[src/rtl/pico_sequencer.sv]
// Purpose: multi-cycle fetch/decode/exec/writeback control FSM for the picoMIPS core.
// Latency: 4 cycles per instruction, 3+mul_latency for MUL, WAIT adds one cycle per io_ready-low cycle.
// Backpressure: run gates instruction fetch; io_ready stalls WAIT; HALT holds until reset.
`ifndef PROGRAM_CODE_SIZE
`define PROGRAM_CODE_SIZE 8
`endif

module pico_sequencer #(
   parameter int program_code_size = `PROGRAM_CODE_SIZE,
   parameter int mul_latency       = 3,
   parameter int state_width       = 3
) (
   input  logic                   clk,
   input  logic                   reset,
   input  logic                   run,
   input  logic [2:0]             opcode,
   input  logic                   zero,
   input  logic                   io_ready,
   output logic                   pc_inc,
   output logic                   pc_load,
   output logic                   ir_load,
   output logic                   alu_en,
   output logic                   reg_we,
   output logic                   io_ack,
   output logic                   halted,
   output logic [state_width-1:0] state
);

   // Reject parameter values the counter and address width cannot represent.
   if (mul_latency < 1 || mul_latency > 15 || program_code_size < 1) begin : g_bad_param
      $error("pico_sequencer: illegal parameter value");
   end

   localparam logic [2:0] st_fetch   = 3'd0;
   localparam logic [2:0] st_decode  = 3'd1;
   localparam logic [2:0] st_exec    = 3'd2;
   localparam logic [2:0] st_wait_io = 3'd3;
   localparam logic [2:0] st_wb      = 3'd4;
   localparam logic [2:0] st_halt    = 3'd5;

   localparam logic [2:0] op_nop  = 3'b000;
   localparam logic [2:0] op_add  = 3'b001;
   localparam logic [2:0] op_addi = 3'b010;
   localparam logic [2:0] op_mul  = 3'b011;
   localparam logic [2:0] op_beq  = 3'b100;
   localparam logic [2:0] op_jmp  = 3'b101;
   localparam logic [2:0] op_wait = 3'b110;
   localparam logic [2:0] op_halt = 3'b111;

   // Last EXEC cycle of a MUL: cnt counts 0..mul_latency-1.
   localparam logic [3:0] cnt_last = 4'(mul_latency - 1);

   logic [2:0] st_q;
   logic [2:0] st_d;
   logic [2:0] op_reg;
   logic       flag_reg;
   logic [3:0] cnt;
   logic       writes_reg;
   logic       takes_branch;

   assign writes_reg   = (op_reg == op_add) || (op_reg == op_addi) || (op_reg == op_mul);
   assign takes_branch = (op_reg == op_jmp) || ((op_reg == op_beq) && flag_reg);

   // Next-state selection; illegal codes fall back to FETCH.
   always_comb begin
      st_d = st_fetch;
      case (st_q)
         st_fetch:   st_d = run ? st_decode : st_fetch;
         st_decode: begin
            if (opcode == op_halt)      st_d = st_halt;
            else if (opcode == op_wait) st_d = st_wait_io;
            else                        st_d = st_exec;
         end
         st_exec:    st_d = ((op_reg == op_mul) && (cnt != cnt_last)) ? st_exec : st_wb;
         st_wait_io: st_d = io_ready ? st_wb : st_wait_io;
         st_wb:      st_d = st_fetch;
         st_halt:    st_d = st_halt;
         default:    st_d = st_fetch;
      endcase
   end

   // State, latched opcode, branch flag and MUL cycle counter.
   always_ff @(posedge clk) begin
      if (reset) begin
         st_q     <= st_fetch;
         op_reg   <= 3'b000;
         flag_reg <= 1'b0;
         cnt      <= 4'd0;
      end else begin
         st_q <= st_d;
         if (st_q == st_decode) begin
            op_reg <= opcode;
            cnt    <= 4'd0;
         end
         if (st_q == st_exec) begin
            flag_reg <= zero;
            if (op_reg == op_mul) cnt <= cnt + 4'd1;
         end
      end
   end

   // Unregistered strobe decode; everything is forced low while reset is high.
   always_comb begin
      pc_inc  = 1'b0;
      pc_load = 1'b0;
      ir_load = 1'b0;
      alu_en  = 1'b0;
      reg_we  = 1'b0;
      io_ack  = 1'b0;
      halted  = 1'b0;
      if (!reset) begin
         case (st_q)
            st_fetch: ir_load = run;
            st_exec:  alu_en  = (op_reg == op_add) || (op_reg == op_addi) ||
                                (op_reg == op_mul) || (op_reg == op_beq);
            st_wait_io: begin
               io_ack = io_ready;
               reg_we = io_ready;
            end
            st_wb: begin
               reg_we  = writes_reg;
               pc_load = takes_branch;
               pc_inc  = !takes_branch;
            end
            st_halt:  halted = 1'b1;
            default: ;
         endcase
      end
   end

   assign state = state_width'(st_q);

endmodule

[config.mk]
export PLATFORM = sky130hd
export DESIGN_NAME = pico_sequencer
export DESIGN_NICKNAME = d
export VERILOG_FILES = /design/src/rtl/pico_sequencer.sv
export SDC_FILE = /design/constraint.sdc
export NUM_CORES = 1
export LEC_CHECK = 0
export ABC_CLOCK_PERIOD_IN_PS = 1550
export CELL_PAD_IN_SITES_DETAIL_PLACEMENT = 1
export CELL_PAD_IN_SITES_GLOBAL_PLACEMENT = 2
export CORE_ASPECT_RATIO = 1.75
export CORE_UTILIZATION = 27
export CTS_CLUSTER_DIAMETER = 120
export DETAILED_ROUTE_END_ITERATION = 10
export GPL_ROUTABILITY_DRIVEN = 0
export PLACE_DENSITY = 0.86
export SYNTH_ARGS = -nofsm -noshare
export SYNTH_HDL_FRONTEND = slang
export SYNTH_SLANG_ARGS = --single-unit
[constraint.sdc]
create_clock -name clk -period 1.55 [get_ports clk]
set_input_delay 0.31 -clock clk [delete_from_list [all_inputs] [get_ports clk]]
set_output_delay 0.31 -clock clk [all_outputs]
set_load 0.01 [all_outputs]
* Word-level counts from Yosys, hierarchy flattened
Cells that the tools add are included.
** Operators by class
- Reduce and logical (&&, ||, !) cells :: 8
- Equal/unequal tests :: 13
- $add $sub $neg :: 1
- Muxes and demuxes :: 23
** Operator list (number)
- $eq A3 B3 Y1 const B :: 6
- $mux W1 :: 15
- $pmux W3 S5 :: 1
- $eq A3 B2 Y1 const B :: 4
- $mux W4 :: 3
- $mux W3 :: 3
- $eq A3 B1 Y1 const B :: 2
- $add A4 B1 Y4 const B :: 1
- $logic_or A1 B1 Y1 :: 4
- $ne A4 B2 Y1 const B :: 1
- $logic_not A3 Y1 :: 1
- $logic_and A1 B1 Y1 :: 2
- $pmux W1 S2 :: 1
- $logic_not A1 Y1 :: 1
** Word-level totals
- Register bits after elaboration :: 11

* Longest topological paths before layout
- Depth after elaboration :: 6
- Depth in mapped cells :: 5
- Depth with buffers taken out :: 5

* Least setup slack after synthesis
No wires, ideal clock.
- Kind :: reg-to-output
- Start point :: register st_q[0] (netlist: state[0])
- End point :: output reg_we
- Path slack :: 37 ps
- Path buffers :: 1
- Stages on the path, launching flop included :: 5
- Arrival :: 1203 ps
- Path through :: dfxtp_1 > buf_4 > inv_1 > nor4_2 > o21bai_1
** Between the ends
- Cells in the longest elaborated chain, start to end :: 3
** Ends and longest elaborated chain
- start, declared :: RTL line 53 : logic [2:0] st_q;
- start signal, assigned :: RTL line 85 : st_q <= st_fetch;
- start signal, assigned :: RTL line 90 : st_q <= st_d;
- $eq A3 B3 Y1 / $eq A3 B2 Y1 (equally long branches) :: RTL line 112 : case (st_q)
- $pmux W1 S2 * :: RTL line 112
- $mux W1 * :: RTL line 111 : if (!reset) begin
- end, declared :: RTL line 23 : output logic reg_we,
Every way passes the cells marked *; elsewhere a longest branch is shown, timed or not.

* Worst setup path after layout
- Start point :: register op_reg[0]
- End point :: output alu_en
** Between the ends
- Cells in the longest elaborated chain, start to end :: 6
** Ends and longest elaborated chain
- start, declared :: RTL line 55 : logic [2:0] op_reg;
- start signal, assigned :: RTL line 92 : op_reg <= opcode;
- $eq A3 B1 Y1 / $eq A3 B2 Y1 (equally long branches) :: RTL line 114 : st_exec: alu_en = (op_reg == op_add) || (op_reg == op_addi) ||
- $logic_or A1 B1 Y1 (2 in series) :: RTL line 114
- $logic_or A1 B1 Y1 * :: RTL line 115 : (op_reg == op_mul) || (op_reg == op_beq);
- $mux W1 * :: RTL line 112
- $mux W1 * :: RTL line 111
- end, declared :: RTL line 22 : output logic alu_en,
Marked as above.

==> run metrics <==
result of the run finished, violations left; violations in the final reports setup timing; CTS clock-pin slew for the worst setup and hold paths 0.05 ns; Pre-antenna DRT Iters 2; Setup crit end alu_en; Crit Path Class register to output port; initial antenna violation count 0; gr usage total 18.50%; final standard cell count with taps included and fillers excluded 149; maximum number of pins on one net before global-route repair 11; Layout Area Growth over Synthesis 68.84%; Clock Tree Buf Depth 2; final max-slew violation count 0; number of setup violations in the final report 2; Setup WS post-layout -0.1166 ns; core footprint 2492 sq um; worst slack at placement -0.6385 ns; sequential element share of the synthesized area 30.99%; leading cell types by total area after synthesis sky130_fd_sc_hd__dfxtp_1 31%, sky130_fd_sc_hd__a21oi_1 5.6%, sky130_fd_sc_hd__ha_1 3.5%; Filler Cell Count 301; power density over the cells 773.1 nW/um^2; slew at the pin closest to its max-slew limit 0.3205 ns; maximum operating frequency 0.6000 GHz; detailed router's first-iteration violation count 4; via count of the first global-routing pass 836; number of failing hold endpoints at the final stage 0; EDFF count, synth 0; worst clock skew on the final layout 0.005965 ns; Die W 40.78 um; commonest register cell after synthesis sky130_fd_sc_hd__dfxtp_1; combined area of all synthesized cells 710.7 sq um; master of the slowest instance on the critical path sky130_fd_sc_hd__dfxtp_4; register bit count reported by yosys 11; Largest register FFs 4; drt wl/cell 16.54 um; area share of and/or/nand/nor cells after synthesis 34.68%; worst path required time 1.24 ns; final core utilization 48.14%; Min Clock Period, post-route 1.667 ns; number of rows created at floorplan 24; Final #Nets 134; type of destination of the critical path output port; portion of netlist area occupied by mux cells 1.585%; TritonCTS clock tree done; register area 230.2 sq um; reported leakage power 0.4944 nW; IO Pins 18; clk sinks 11; Num CTS Buffers 3; deepest level of the CTS H-tree 1; area fraction of the dominant cell type after synthesis 30.99%; top cell type by total area after synthesis sky130_fd_sc_hd__dfxtp_1; Syn. warnings 0; clock latency on the worst-skew pair 0.24 ns; Max Cap Violations 0; WL final 2.464 mm; ratio of final minimum period to clock period 107.5%; Avg Inst Size Synth 8.562 sq um; DRC violations left 0; Root Buffer sky130_fd_sc_hd__clkbuf_8; launch point of the critical path op_reg[0]$_SDFFE_PP0P_; slew margin rel. 78.33%; number of instances in the synthesized netlist 83; number of antenna diodes 0; dominant combinational cell family by area after synthesis simple AND/OR/NAND/NOR gates; count of different cell masters after synthesis 38; wire length of the first global-routing pass 3.532 mm; unrepaired setup endpoints after global routing true; final hold slack 0.4970 ns; cell breakdown of the critical path nor2_4 > or2_4 > a2111oi_4 > buf_2; vertical die dimension 69.87 um; number of buffers added to fix hold violations after cts 0; length in cells of the worst reg-to-reg path 6; final cell area excluding filler cells 1200 sq um; slack of the worst reg-to-reg path 0.07 ns; GRT Residual Overflow 0; Arrival @ worst endpoint 1.36 ns; vias after detailed routing 789; Total Die Area 2849 sq um; post-synthesis async set-or-reset flop share 0%; Max stage delay on crit path 0.36 ns; instance area at placement 1028 sq um; Multi-input gate area 550.5 sq um; layout cell share with drive strength beyond 1 47.15%; Detail Route Antenna Nets 0; fraction of the mapped netlist area in compound gates 23.24%; cell types with the highest counts after synthesis 11 x sky130_fd_sc_hd__dfxtp_1, 8 x sky130_fd_sc_hd__a21oi_1, 6 x sky130_fd_sc_hd__nand2_1; share of synthesized cell area in full adder, half adder and majority cells 3.521%; area share of xor/xnor cells in the synthesized design 0%; initial core utilization 28.51%; start of the worst register-to-register path state[0]$_SDFF_PP0_; Buffers on Ports 17; top fanout value on the critical path 2; Max IR drop VDD 0.6078 mV; terminus of the critical flop-to-flop path cnt[1]$_SDFF_PP0_; Synthesized Nets 93; critical path startpoint category register; placed insts 141; library cell with the highest instance count after synthesis sky130_fd_sc_hd__dfxtp_1; drt via density 5.295; type of the worst min-delay path register to register
[cell type report]
cell class	instances	share of cell area, %
Clock buffer	4	3.754
Inverter	4	1.251
Tap cell	26	2.711
Multi-Input combinational cell	64	45.88
Sequential cell	11	19.19
Timing Repair Buffer	40	27.22
[layer usage]
metal / wire length [um] / up-vias / share of wire [%] / global-route usage (%)
li1: - / 385 / - / -
met1: 881 / 382 / 36 / 16.73
met2: 1410 / 14 / 57 / 31.60
met3: 49 / 8 / 2.0 / 2.857
met4: 123 / 0 / 5.0 / 14.81
met5: 0 / - / 0 / 0
[cells in the final DEF (no fill, tap or decap), types with 2 or more instances in the layout]
cell type / count
sky130_fd_sc_hd__dfxtp_4: 2
sky130_fd_sc_hd__nand2b_1: 2
sky130_fd_sc_hd__buf_4: 18
sky130_fd_sc_hd__buf_2: 6
sky130_fd_sc_hd__a21oi_2: 2
sky130_fd_sc_hd__o21ai_0: 4
sky130_fd_sc_hd__o221ai_1: 2
sky130_fd_sc_hd__clkbuf_8: 3
sky130_fd_sc_hd__a21oi_1: 7
sky130_fd_sc_hd__dfxtp_1: 7
sky130_fd_sc_hd__buf_6: 5
sky130_fd_sc_hd__nand4b_1: 2
sky130_fd_sc_hd__dfxtp_2: 2
sky130_fd_sc_hd__nand3_1: 5
sky130_fd_sc_hd__nor2_1: 2
sky130_fd_sc_hd__o21a_1: 2
sky130_fd_sc_hd__ha_1: 2
sky130_fd_sc_hd__inv_1: 3
sky130_fd_sc_hd__dlygate4sd2_1: 3
sky130_fd_sc_hd__nor2b_1: 2
sky130_fd_sc_hd__clkdlybuf4s50_1: 5
sky130_fd_sc_hd__nand2_1: 6
[power by group]
part | switching [mW] | internal [mW] | total [mW]
logic | 0.145 | 0.164 | 0.309
registers | 0.0188 | 0.302 | 0.321
clock network | 0.116 | 0.181 | 0.297
[critical path, delay by kind of cell, from the launching register on]
family	cells	cell delay, ns
compound gates	1	0.29
simple gates	2	0.27
flops	1	0.36
buf+inv	1	0.18
[through the flow]
step / TNS, ns / power (mW)
after floorplan: 0 / 0.4380
after global placement: -3.580 / 0.5715
after detailed placement: -3.921 / 0.5811
after CTS: -0.2954 / 0.9055
after global routing: -0.3337 / 0.9715
final: -0.1394 / 0.9276
[logic make-up (layout without fill, tap and decap cells)]
group / Yosys count / in the layout
flops: 11 / 11
buf+inv: 8 / 48
simple gates: 37 / 37
mux: 1 / 1
compound gates: 24 / 24
fa+ha+maj: 2 / 2
[worst min-delay path by stage]
stage | startpoint | end | slack (ns) | depth (start not counted)
finish | flag_reg$_SDFFE_PP0N_ | flag_reg$_SDFFE_PP0N_ | 0.50 | 2
global route | flag_reg$_SDFFE_PP0N_ | flag_reg$_SDFFE_PP0N_ | 0.54 | 2
CTS | flag_reg$_SDFFE_PP0N_ | flag_reg$_SDFFE_PP0N_ | 0.50 | 2
detailed placement | flag_reg$_SDFFE_PP0N_ | flag_reg$_SDFFE_PP0N_ | 0.48 | 2
global placement | flag_reg$_SDFFE_PP0N_ | flag_reg$_SDFFE_PP0N_ | 0.47 | 2
floorplan | opcode[0] | op_reg[0]$_SDFFE_PP0P_ | 0.45 | 2
[timing repair]
item                       CTS  global route
pin swaps                    4             7
setup buffers                5             0
hold endpoints to repair     0             0
setup endpoints to repair   11             8
cloned                       0             0
gates resized for setup     48            19
Note: power is estimated with default switching activity, not from simulation.
